File: config.mk
export PLATFORM = sky130hd
export DESIGN_NAME = data_memory_controller_flat
export DESIGN_NICKNAME = d
export VERILOG_FILES = /design/src/rtl/data_memory_controller_pkg.sv /design/src/rtl/data_memory_controller_if.sv /design/src/rtl/data_memory_controller.sv /design/src/flat_wrapper.sv
export SDC_FILE = /design/constraint.sdc
export NUM_CORES = 1
export LEC_CHECK = 0
export ABC_AREA = 0
export ABC_CLOCK_PERIOD_IN_PS = 2350
export BUFFER_PORTS_ARGS = -buffer_cell sky130_fd_sc_hd__buf_2
export CELL_PAD_IN_SITES_DETAIL_PLACEMENT = 1
export CELL_PAD_IN_SITES_GLOBAL_PLACEMENT = 1
export CORE_ASPECT_RATIO = 0.75
export CORE_UTILIZATION = 27
export CTS_BUF_LIST = sky130_fd_sc_hd__clkbuf_4 sky130_fd_sc_hd__clkbuf_8
export DETAILED_ROUTE_END_ITERATION = 10
export PLACE_DENSITY_LB_ADDON = 0.1
export SKIP_CTS_REPAIR_TIMING = 1
export SYNTH_ARGS = -nofsm -noshare
export SYNTH_HDL_FRONTEND = slang
export SYNTH_SLANG_ARGS = --single-unit
File: constraint.sdc
create_clock -name i_clk -period 2.35 [get_ports i_clk]
set_input_delay 0.47 -clock i_clk [delete_from_list [all_inputs] [get_ports i_clk]]
set_output_delay 0.47 -clock i_clk [all_outputs]
set_load 0.1 [all_outputs]
File: src/rtl/data_memory_controller_pkg.sv
// Shared definitions for the execute-memory stage data memory controller.
// Holds bus widths, 32-bit word slice bounds, the sequencer state type and
// the wrapping address helper used for the second word of a 32-bit transfer.
package data_memory_controller_pkg;

    localparam int unsigned ADDR_W  = 16;
    localparam int unsigned DATA_W  = 16;
    localparam int unsigned DWORD_W = 2 * DATA_W;

    // Slice bounds of the high and low 16-bit halves of a 32-bit value.
    localparam int unsigned WORD_HI_MSB = DWORD_W - 1;
    localparam int unsigned WORD_HI_LSB = DATA_W;
    localparam int unsigned WORD_LO_MSB = DATA_W - 1;
    localparam int unsigned WORD_LO_LSB = 0;

    // P_LO: pipeline second word pending; I_LO: interrupt second word pending.
    typedef enum logic [1:0] {
        IDLE = 2'd0,
        P_LO = 2'd1,
        I_LO = 2'd2
    } state_t;

    // Second-word address; wraps 0xFFFF -> 0x0000.
    function automatic logic [ADDR_W-1:0] next_addr(input logic [ADDR_W-1:0] addr);
        return ADDR_W'(addr + ADDR_W'(1));
    endfunction

endpackage

File: src/rtl/data_memory_controller_if.sv
// Bus between the memory-stage requesters (pipeline, interrupt unit), the
// controller and the data memory instance.
//   slave  : controller view (requests and memory read data in, controls out)
//   master : requester/memory view (drives requests and memory read data)
interface data_memory_controller_if;
    import data_memory_controller_pkg::*;

    // pipeline request
    logic                mem_read_unused_guard;
    logic                i_mem_read;
    logic                i_mem_write;
    logic                i_double;
    logic [ADDR_W-1:0]   i_address;
    logic [DWORD_W-1:0]  i_write_data;
    // interrupt unit push request
    logic                i_int_req;
    logic [ADDR_W-1:0]   i_int_address;
    logic [DWORD_W-1:0]  i_int_pc;
    // status back to requesters
    logic                o_stall;
    logic                o_int_ack;
    logic [DWORD_W-1:0]  o_read_data;
    // data memory port
    logic [ADDR_W-1:0]   o_dm_address;
    logic [DATA_W-1:0]   o_dm_write_data;
    logic                o_dm_read;
    logic                o_dm_write;
    logic [DATA_W-1:0]   i_dm_read_data;

    assign mem_read_unused_guard = 1'b0;

    modport slave (
        input  i_mem_read, i_mem_write, i_double, i_address, i_write_data,
        input  i_int_req, i_int_address, i_int_pc,
        input  i_dm_read_data,
        output o_stall, o_int_ack, o_read_data,
        output o_dm_address, o_dm_write_data, o_dm_read, o_dm_write
    );

    modport master (
        output i_mem_read, i_mem_write, i_double, i_address, i_write_data,
        output i_int_req, i_int_address, i_int_pc,
        output i_dm_read_data,
        input  o_stall, o_int_ack, o_read_data,
        input  o_dm_address, o_dm_write_data, o_dm_read, o_dm_write
    );

endinterface

File: src/rtl/data_memory_controller.sv
// Sequences and arbitrates the 16-bit data memory between the pipeline
// (LDD/STD single word, PUSH/POP 32-bit PC) and the interrupt unit (32-bit
// PC push). 32-bit transfers become two consecutive accesses, high word
// first; the pipeline is stalled for the first. Interrupt pushes win, but
// pipe_pri grants the pipeline one access after every push.
// Ports:
//   i_clk   : clock, rising edge
//   i_rst_n : asynchronous active-low reset; forces every output to 0
//   bus     : requester/memory bus (slave modport), memory read is combinational
module data_memory_controller
    import data_memory_controller_pkg::*;
(
    input  logic                      i_clk,
    input  logic                      i_rst_n,
    data_memory_controller_if.slave   bus
);

    state_t              state, state_next;
    logic [DATA_W-1:0]   hi_word, hi_word_next;
    logic                pipe_pri, pipe_pri_next;
    logic                pipe_req;

    logic                stall_c;
    logic                int_ack_c;
    logic [DWORD_W-1:0]  read_data_c;
    logic [ADDR_W-1:0]   dm_address_c;
    logic [DATA_W-1:0]   dm_write_data_c;
    logic                dm_read_c;
    logic                dm_write_c;

    assign pipe_req = bus.i_mem_read | bus.i_mem_write;

    // State, captured high read word and pipeline-priority flag.
    always_ff @(posedge i_clk or negedge i_rst_n) begin
        if (!i_rst_n) begin
            state    <= IDLE;
            hi_word  <= '0;
            pipe_pri <= 1'b0;
        end else begin
            state    <= state_next;
            hi_word  <= hi_word_next;
            pipe_pri <= pipe_pri_next;
        end
    end

    // Next state and memory-side controls; a write wins over a simultaneous read.
    always_comb begin
        state_next      = state;
        hi_word_next    = hi_word;
        pipe_pri_next   = pipe_pri;
        stall_c         = 1'b0;
        int_ack_c       = 1'b0;
        read_data_c     = '0;
        dm_address_c    = '0;
        dm_write_data_c = '0;
        dm_read_c       = 1'b0;
        dm_write_c      = 1'b0;

        case (state)
            IDLE: begin
                if (bus.i_int_req && (!pipe_pri || !pipe_req)) begin
                    dm_address_c    = bus.i_int_address;
                    dm_write_data_c = bus.i_int_pc[WORD_HI_MSB:WORD_HI_LSB];
                    dm_write_c      = 1'b1;
                    stall_c         = 1'b1;
                    state_next      = I_LO;
                end else if (pipe_req) begin
                    dm_address_c = bus.i_address;
                    if (bus.i_mem_write) begin
                        dm_write_c      = 1'b1;
                        dm_write_data_c = bus.i_double ? bus.i_write_data[WORD_HI_MSB:WORD_HI_LSB]
                                                       : bus.i_write_data[WORD_LO_MSB:WORD_LO_LSB];
                    end else begin
                        dm_read_c = 1'b1;
                    end
                    if (bus.i_double) begin
                        stall_c    = 1'b1;
                        state_next = P_LO;
                        if (!bus.i_mem_write) begin
                            hi_word_next = bus.i_dm_read_data;
                        end
                    end else begin
                        pipe_pri_next = 1'b0;
                        if (!bus.i_mem_write) begin
                            read_data_c = {{DATA_W{1'b0}}, bus.i_dm_read_data};
                        end
                    end
                end
            end

            P_LO: begin
                // Pending interrupt waits; the pipeline finishes its low word.
                if (pipe_req) begin
                    dm_address_c = next_addr(bus.i_address);
                    if (bus.i_mem_write) begin
                        dm_write_c      = 1'b1;
                        dm_write_data_c = bus.i_write_data[WORD_LO_MSB:WORD_LO_LSB];
                    end else begin
                        dm_read_c   = 1'b1;
                        read_data_c = {hi_word, bus.i_dm_read_data};
                    end
                end
                pipe_pri_next = 1'b0;
                state_next    = IDLE;
            end

            I_LO: begin
                dm_address_c    = next_addr(bus.i_int_address);
                dm_write_data_c = bus.i_int_pc[WORD_LO_MSB:WORD_LO_LSB];
                dm_write_c      = 1'b1;
                int_ack_c       = 1'b1;
                stall_c         = 1'b1;
                pipe_pri_next   = 1'b1;
                state_next      = IDLE;
            end

            default: begin
                state_next = IDLE;
            end
        endcase
    end

    // Outputs are forced low for as long as reset is asserted.
    assign bus.o_stall         = i_rst_n & stall_c;
    assign bus.o_int_ack       = i_rst_n & int_ack_c;
    assign bus.o_dm_read       = i_rst_n & dm_read_c;
    assign bus.o_dm_write      = i_rst_n & dm_write_c;
    assign bus.o_read_data     = i_rst_n ? read_data_c     : '0;
    assign bus.o_dm_address    = i_rst_n ? dm_address_c    : '0;
    assign bus.o_dm_write_data = i_rst_n ? dm_write_data_c : '0;

endmodule

File: src/flat_wrapper.sv
// flat-port wrapper written by rule: the top's interface ports become plain ports
module data_memory_controller_flat import data_memory_controller_pkg::*;
  (i_clk, i_rst_n, bus_i_mem_read, bus_i_mem_write, bus_i_double, bus_i_address, bus_i_write_data, bus_i_int_req, bus_i_int_address, bus_i_int_pc, bus_i_dm_read_data, bus_o_stall, bus_o_int_ack, bus_o_read_data, bus_o_dm_address, bus_o_dm_write_data, bus_o_dm_read, bus_o_dm_write);
  data_memory_controller_if bus_i ();
  input  logic i_clk;
  input  logic i_rst_n;
  input wire logic [$bits(bus_i.i_mem_read)-1:0] bus_i_mem_read;
  input wire logic [$bits(bus_i.i_mem_write)-1:0] bus_i_mem_write;
  input wire logic [$bits(bus_i.i_double)-1:0] bus_i_double;
  input wire logic [$bits(bus_i.i_address)-1:0] bus_i_address;
  input wire logic [$bits(bus_i.i_write_data)-1:0] bus_i_write_data;
  input wire logic [$bits(bus_i.i_int_req)-1:0] bus_i_int_req;
  input wire logic [$bits(bus_i.i_int_address)-1:0] bus_i_int_address;
  input wire logic [$bits(bus_i.i_int_pc)-1:0] bus_i_int_pc;
  input wire logic [$bits(bus_i.i_dm_read_data)-1:0] bus_i_dm_read_data;
  output wire logic [$bits(bus_i.o_stall)-1:0] bus_o_stall;
  output wire logic [$bits(bus_i.o_int_ack)-1:0] bus_o_int_ack;
  output wire logic [$bits(bus_i.o_read_data)-1:0] bus_o_read_data;
  output wire logic [$bits(bus_i.o_dm_address)-1:0] bus_o_dm_address;
  output wire logic [$bits(bus_i.o_dm_write_data)-1:0] bus_o_dm_write_data;
  output wire logic [$bits(bus_i.o_dm_read)-1:0] bus_o_dm_read;
  output wire logic [$bits(bus_i.o_dm_write)-1:0] bus_o_dm_write;
  assign bus_i.i_mem_read = bus_i_mem_read;
  assign bus_i.i_mem_write = bus_i_mem_write;
  assign bus_i.i_double = bus_i_double;
  assign bus_i.i_address = bus_i_address;
  assign bus_i.i_write_data = bus_i_write_data;
  assign bus_i.i_int_req = bus_i_int_req;
  assign bus_i.i_int_address = bus_i_int_address;
  assign bus_i.i_int_pc = bus_i_int_pc;
  assign bus_i.i_dm_read_data = bus_i_dm_read_data;
  assign bus_o_stall = bus_i.o_stall;
  assign bus_o_int_ack = bus_i.o_int_ack;
  assign bus_o_read_data = bus_i.o_read_data;
  assign bus_o_dm_address = bus_i.o_dm_address;
  assign bus_o_dm_write_data = bus_i.o_dm_write_data;
  assign bus_o_dm_read = bus_i.o_dm_read;
  assign bus_o_dm_write = bus_i.o_dm_write;
  data_memory_controller u_core (.i_clk(i_clk), .i_rst_n(i_rst_n), .bus(bus_i));
endmodule
==> results of run 1 <==
==> metrics by stage <==
stage	hold slack (ps)	util, %	cell area, um^2	worst slack [ps]	std cells
floorplan	174	-	2950	-254	321
global placement	294	63.5	5390	-172	686
detailed placement	294	63.5	5390	-233	686
CTS	6.93	64.1	5440	-412	690
==> cells in the mapped netlist (2+ instances only) <==
cell and number:
nand2_1 43, buf_4 2, a221oi_1 2, inv_1 3, a21o_1 2, mux2_4 10, nor2b_1 2, buf_2 3
and3_1 19, nand2b_1 2, nor4_1 6, clkbuf_1 18, nand4_1 7, xor2_1 9, nor2_1 18, a31oi_1 14
mux2_2 7, ha_1 2, a21oi_1 26, o21a_1 4, a222oi_1 21, o21ai_0 14, nor3_1 7, and2_1 17
a22oi_1 3, nand3_1 14, or3_1 5, nand3b_1 2, dfrtp_1 19, and4_1 2
==> cells by family after synthesis <==
family,after synthesis
buf+inv,29
fa+ha+maj,2
xor+xnor,10
mux,17
simple gates,151
compound gates,93
flops,19
==> per-layer routing <==
metal  overflow  GRT usage (%)
met5          0          0.556
met3          1           46.9
met1          0           78.0
met4         49           85.1
met2         65           98.2
==> results.sh, run 1 <==
export IMPL_syn_avg_cell_area_um2=7.42
export IMPL_synth_xor_area_share_pct=3.68
export IMPL_synthTopCellsByArea="dfrtp_1, a222oi_1, nand2_1"
export IMPL_ys_seq_elements=19
export IMPL_status="aborted with a tool error"
export IMPL_grt_max_degree=21
export IMPL_error="[ERROR GRT-0232] Routing congestion too high. Check the congestion heatmap in the GUI."
export IMPL_synth_top_family_by_area="simple AND/OR/NAND/NOR gates"
export IMPL_grt_antenna_before_repair=1
export IMPL_synthFlopType="dfrtp_1"
export IMPL_synthArstFlopShare_pct=100
export IMPL_synthSimpleGateAreaFrac_pct=33.2
export IMPL_synth_nets=441
export IMPL_worst_ep_kind="primary output"
export IMPL_die_h_um=83.3
export IMPL_pin_count=186
export IMPL_synth_compound_area_share_pct=27.1
export IMPL_gp_congestion=0.900
export IMPL_synth_cell_types=48
export IMPL_cts_buffer_depth=2
export IMPL_die_w_um=110
export IMPL_cts_made_buffers=3
export IMPL_port_buffers=185
export IMPL_yosys_warnings=0
export IMPL_synth_top_cell_by_area="dfrtp_1"
export IMPL_cts_sinks=19
export IMPL_grt_overflow=115
export IMPL_grt_use_total_pct=75.7
export IMPL_stop_stage="global routing (5_1_grt)"
export IMPL_worst_endpoint="bus_o_dm_address[15]"
export IMPL_cts_root_buf="clkbuf_8"
export IMPL_synth_top_area_share_pct=20.0
export IMPL_hpwlAfterDp_mm=10.9
export IMPL_synthCells=321
export IMPL_rows=29
export IMPL_netlist_area_um2=2380
export IMPL_cts_max_level=1
export IMPL_synthAdderAreaFrac_pct=1.05
export IMPL_synthMuxAreaShare_pct=9.62
export IMPL_ys_seq_area_share_pct=20.0
export IMPL_start_util_pct=28.0
export IMPL_synth_edf_count=0
==> inputs of run 2 (changes only) <==
CELL_PAD_IN_SITES_DETAIL_PLACEMENT = default   (was 1)
CELL_PAD_IN_SITES_GLOBAL_PLACEMENT = default   (was 1)
CORE_ASPECT_RATIO = default   (was 0.75)
CORE_UTILIZATION = 32   (was 27)
CTS_BUF_LIST = default   (was sky130_fd_sc_hd__clkbuf_4 sky130_fd_sc_hd__clkbuf_8)
PLACE_DENSITY_LB_ADDON = 0.15   (was 0.1)
==> run 2 against run 1 <==
- synthesized cell count unchanged
- synthesized area unchanged
- the flow now finishes, with violations (setup timing)
==> results.sh, run 2 <==
export IMPL_violations="setup timing"
export IMPL_grt_antenna_before_repair=0
export IMPL_synth_top_cell_by_area="dfrtp_1"
export IMPL_synth_xor_area_share_pct=3.68
export IMPL_place_ws_ps=-246
export IMPL_reg2reg_to="u_core.hi_word[8]"
export IMPL_dr_total_vias=3840
export IMPL_start_util_pct=33.0
export IMPL_tritoncts="yes"
export IMPL_endpoint="bus_o_dm_write_data[7]"
export IMPL_crit_fanout=6
export IMPL_synthArstFlopShare_pct=100
export IMPL_rsz0062_at_grt="yes"
export IMPL_die_area_um2=7790
export IMPL_cts_root_buf="clkbuf_8"
export IMPL_hpwlAfterDp_mm=8.95
export IMPL_crit_path_end_kind="output port"
export IMPL_status="complete, but fails checks"
export IMPL_setup_tns_ps=-4000
export IMPL_synthAdderAreaFrac_pct=1.05
export IMPL_tightestPinTransition_ps=487
export IMPL_clock_latency_ps=260
export IMPL_start_kind="flop"
export IMPL_period_share_pct=111
export IMPL_worst_clock_skew_ps=2.94
export IMPL_regMostFlops="u_core.hi_word"
export IMPL_r2r_slack_ps=500
export IMPL_synthTopCellsByArea="dfrtp_1, a222oi_1, nand2_1"
export IMPL_gp_congestion=0.900
export IMPL_ys_top_cells_by_count="nand2_1, a21oi_1, a222oi_1, and3_1, dfrtp_1"
export IMPL_place_inst=682
export IMPL_wl_mm=12.0
export IMPL_cp_required_ps=1880
export IMPL_viasPerCell=5.53
export IMPL_grt_use_total_pct=26.3
export IMPL_synth_top_family_by_area="simple AND/OR/NAND/NOR gates"
export IMPL_pin_count=186
export IMPL_multiInputGateArea_um2=2450
export IMPL_vdd_ir_drop_max_mv=0.628
export IMPL_drv_cap=0
export IMPL_final_area_um2=6000
export IMPL_startpoint="u_core.state[1]"
export IMPL_diodes=0
export IMPL_nets=717
export IMPL_synthSimpleGateAreaFrac_pct=33.2
export IMPL_setup_viol=32
export IMPL_dpl_instance_area_um2=5440
export IMPL_finalPower_uw=4520
export IMPL_drc=0
export IMPL_ant_nets=0
export IMPL_hold_class="input pin to asynchronous set/reset pin"
export IMPL_fmax_mhz=385
export IMPL_worst_slack_ps=-249
export IMPL_synth_edf_count=0
export IMPL_yosys_warnings=0
export IMPL_powerDensity_nw_per_um2=754
export IMPL_drive_gt1_share_pct=69.5
export IMPL_largest_reg_flops=16
export IMPL_wl_per_cell_um=17.3
export IMPL_reg_largest_list="u_core.hi_word (16), u_core.state (2), u_core.pipe_pri (1)"
export IMPL_ys_seq_area_share_pct=20.0
export IMPL_grt_overflow=0
export IMPL_synth_compound_area_share_pct=27.1
export IMPL_hold_violations=0
export IMPL_core_um2=7210
export IMPL_arrival_ps=2130
export IMPL_power_leakage_uw=0.00264
export IMPL_cts_max_level=1
export IMPL_synthMuxAreaShare_pct=9.62
export IMPL_rr_worst_depth=5
export IMPL_post_layout_nonfiller_instances=695
export IMPL_synth_top_area_share_pct=20.0
export IMPL_firstDrtPassIters=8
export IMPL_fillers=447
export IMPL_period_needed_ps=2600
export IMPL_cts_clk_slew_worst_paths_ps=70
export IMPL_regArea_um2=479
export IMPL_die_h_um=88.3
export IMPL_synth_cell_types=48
export IMPL_syn_avg_cell_area_um2=7.42
export IMPL_cts_made_buffers=3
export IMPL_die_w_um=88.3
export IMPL_final_cell_mix="buf_2, buf_4, buf_12, nand2_1, a222oi_1"
export IMPL_synthFlopType="dfrtp_1"
export IMPL_port_buffers=185
export IMPL_synth_most_common_cell="nand2_1"
export IMPL_mostFrequentLayoutCell="buf_2"
export IMPL_critPathKind="flop to output port"
export IMPL_rows=31
export IMPL_netlist_area_um2=2380
export IMPL_grt_first_pass_wirelength_mm=16.3
export IMPL_grt_pass1_vias=3582
export IMPL_cts_sinks=19
export IMPL_slew_limit_headroom_pct=67.1
export IMPL_r2r_start="u_core.state[1]"
export IMPL_synth_nets=441
export IMPL_synthCells=321
export IMPL_drv_slew=0
export IMPL_grt_max_degree=24
export IMPL_ys_seq_elements=19
export IMPL_drtIter0Drc=275
export IMPL_syn_to_final_growth_pct=152
export IMPL_cts_buffer_depth=2
[run 2: cell counts after synthesis]
No cell type changed its count.
[run 2: cell families after synthesis]
group | count (synthesis)
buffers and inverters | 29
xor gates and xnor gates | 10
and+or+nand+nor | 151
DFF | 19
muxes | 17
AOI/OAI and AO/OA | 93
adders and majority gates | 2
[run 2: power breakdown]
| group | internal, uW | switching (uW) |
|---|---|---|
| Sequential | 486 | 96.4 |
| Clock | 121 | 111 |
| Combinational | 1610 | 2100 |
[run 2: worst max-delay path, stage by stage (launching register included)]
cell	delay, ps
dfrtp_2	450
buf_6	140
nor2b_4	140
buf_6	120
clkbuf_16	140
a222oi_1	420
buf_4	210
a21oi_4	60
buf_12	170
[run 2: area by class of cell]
cell class / count / area share [%]
well taps: 99 / 2.07
multi-input cells: 273 / 40.9
repair buffers: 295 / 48.0
clock buffers: 4 / 0.751
flip-flops and latches: 19 / 7.99
inverters: 5 / 0.355
[run 2: metal layers]
metal | vias up | share of wire [%] | wire [um] | global-route usage [%]
met5 | - | 0 | 0 | 0
met4 | 0 | 2.0 | 246 | 7.62
met3 | 24 | 7.6 | 908 | 4.57
met2 | 192 | 53 | 6320 | 49.0
met1 | 1836 | 38 | 4520 | 30.5
li1 | 1788 | - | - | -
[run 2: worst min path at each step]
stage / slack (ps) / depth (start not counted) / to
6_report: 130 / 2 / u_core.state[0]
5_1_grt: 140 / 2 / u_core.state[0]
4_1_cts: 120 / 2 / u_core.state[0]
3_5_place_dp: 410 / 2 / u_core.state[0]
3_3_place_gp: 400 / 2 / u_core.state[0]
2_1_floorplan: 170 / 0 / u_core.hi_word[0]
[run 2: per-stage QoR]
stage | utilization (%) | hold WS, ps
3_5_place_dp | 75.4 | 410
5_1_grt | 83.1 | 138
4_1_cts | 76.1 | 123
2_1_floorplan | - | 174
6_report | 83.1 | 135
3_3_place_gp | 75.4 | 404
No activity file was read; power rests on OpenSTA's default activity.
==> inputs of run 3 (changes only) <==
CTS_BUF_LIST = sky130_fd_sc_hd__clkbuf_16   (was default)
==> run 3 against run 2 <==
- the flow still finishes with violations (setup timing)
- via count grew 1.1%
- final cell count up 0.29%
- clock skew hardly changed
- register-to-register slack worse by 160 ps
- core utilization increased by 1.2 points
- maximum frequency is 1.7% higher
- count of clock-buffer cells in the layout fell by 1
- hold slack improved by 8.3 ps
- sequential power grew 2%
- critical path depth is 4 lower
- largest cell class unchanged
- largest power group unchanged
==> results.sh, run 3 (synthesis results as in run 2) <==
export IMPL_core_um2=7210
export IMPL_grt_use_total_pct=26.9
export IMPL_die_w_um=88.3
export IMPL_grt_pass1_vias=3630
export IMPL_cp_depth=4
export IMPL_grt_overflow=0
export IMPL_worst_clock_skew_ps=3.38
export IMPL_finalPower_uw=4700
export IMPL_powerDensity_nw_per_um2=772
export IMPL_dpl_instance_area_um2=5440
export IMPL_setup_viol=31
export IMPL_start_kind="flop"
export IMPL_drive_gt1_share_pct=68.4
export IMPL_cts_max_level=1
export IMPL_diodes=0
export IMPL_crit_path_end_kind="output port"
export IMPL_startpoint="u_core.state[1]"
export IMPL_period_needed_ps=2560
export IMPL_viasPerCell=5.57
export IMPL_hold_violations=0
export IMPL_violations="setup timing"
export IMPL_r2r_start="u_core.pipe_pri"
export IMPL_wl_mm=12.2
export IMPL_status="complete, but fails checks"
export IMPL_ant_nets=0
export IMPL_period_share_pct=109
export IMPL_fmax_mhz=391
export IMPL_hpwlAfterDp_mm=8.95
export IMPL_hold_class="input pin to asynchronous set/reset pin"
export IMPL_cp_top_family="simple AND/OR/NAND/NOR gates"
export IMPL_cts_buffer_depth=2
export IMPL_vdd_ir_drop_max_mv=0.589
export IMPL_fillers=425
export IMPL_rr_worst_depth=8
export IMPL_dr_total_vias=3883
export IMPL_rsz0062_at_grt="yes"
export IMPL_firstDrtPassIters=7
export IMPL_regArea_um2=479
export IMPL_r2r_slack_ps=340
export IMPL_multiInputGateArea_um2=2420
export IMPL_slowest_delay_ps=540
export IMPL_mostFrequentLayoutCell="buf_2"
export IMPL_endpoint="bus_o_dm_address[6]"
export IMPL_reg_largest_list="u_core.hi_word (16), u_core.state (2), u_core.pipe_pri (1)"
export IMPL_final_area_um2=6080
export IMPL_gp_congestion=0.900
export IMPL_crit_chain="or3_4 > or4_4 > a31oi_4 > buf_12"
export IMPL_rows=31
export IMPL_setup_tns_ps=-3540
export IMPL_grt_antenna_before_repair=0
export IMPL_worst_slack_ps=-206
export IMPL_critPathKind="flop to output port"
export IMPL_reg2reg_to="u_core.hi_word[8]"
export IMPL_slowest_stage="or4_4"
export IMPL_clock_latency_ps=250
export IMPL_tightestPinTransition_ps=569
export IMPL_start_util_pct=33.0
export IMPL_port_buffers=185
export IMPL_grt_first_pass_wirelength_mm=16.7
export IMPL_tritoncts="yes"
export IMPL_arrival_ps=2090
export IMPL_crit_fanout=6
export IMPL_drc=0
export IMPL_nets=719
export IMPL_drv_slew=0
export IMPL_pin_count=186
export IMPL_slew_limit_headroom_pct=61.6
export IMPL_cts_clk_slew_worst_paths_ps=50
export IMPL_wl_per_cell_um=17.5
export IMPL_post_layout_nonfiller_instances=697
export IMPL_grt_max_degree=24
export IMPL_cts_made_buffers=3
export IMPL_power_leakage_uw=0.00269
export IMPL_die_area_um2=7790
export IMPL_cts_sinks=19
export IMPL_final_cell_mix="buf_2, buf_4, buf_12, nand2_1, a222oi_1"
export IMPL_cts_root_buf="clkbuf_16"
export IMPL_critPathBufInv=1
export IMPL_cp_required_ps=1880
export IMPL_largest_reg_flops=16
export IMPL_drv_cap=0
export IMPL_die_h_um=88.3
export IMPL_place_inst=682
export IMPL_drtIter0Drc=278
export IMPL_syn_to_final_growth_pct=155
export IMPL_regMostFlops="u_core.hi_word"
-- run 3: cell count changes in the layout (fill, tap and decap cells not counted), sizes merged --
cell and change:
buf +3, clkbuf -2, inv +1
-- run 3: metrics by stage --
stage / setup slack, ps / hold slack (ps) / util (%)
6_report: -206 / 143 / 84.3
5_1_grt: -260 / 151 / 84.3
4_1_cts: -263 / 141 / 76.5
3_5_place_dp: -246 / 410 / 75.4
3_3_place_gp: -194 / 404 / 75.4
2_1_floorplan: -254 / 174 / -
-- run 3: worst min-delay path by stage --
stage / slack, ps / from / cells past startpoint / end
finish: 140 / i_rst_n / 2 / u_core.state[0]
global route: 150 / i_rst_n / 2 / u_core.state[0]
CTS: 140 / i_rst_n / 2 / u_core.state[0]
detailed placement: 410 / i_rst_n / 2 / u_core.state[0]
global placement: 400 / i_rst_n / 2 / u_core.state[0]
floorplan: 170 / i_rst_n / 0 / u_core.hi_word[0]
-- run 3: routing by layer --
layer / track usage [%] / part of all wire, %
met3: 5.13 / 8.6
met1: 30.6 / 36
met4: 8.06 / 2.0
met5: 0 / 0
met2: 50.6 / 53
-- run 3: area by class of cell --
type	count	area share (%)
clock buffers	3	1.23
well taps	99	2.04
inverters	5	0.350
repair buffers	297	48.7
clock inverters	1	0.0617
flip-flops and latches	19	7.88
multi-input cells	273	39.8
-- run 3: power breakdown --
group	total [uW]	switching [uW]	internal, uW
registers	591	104	487
logic	3760	2110	1650
clock network	348	121	226
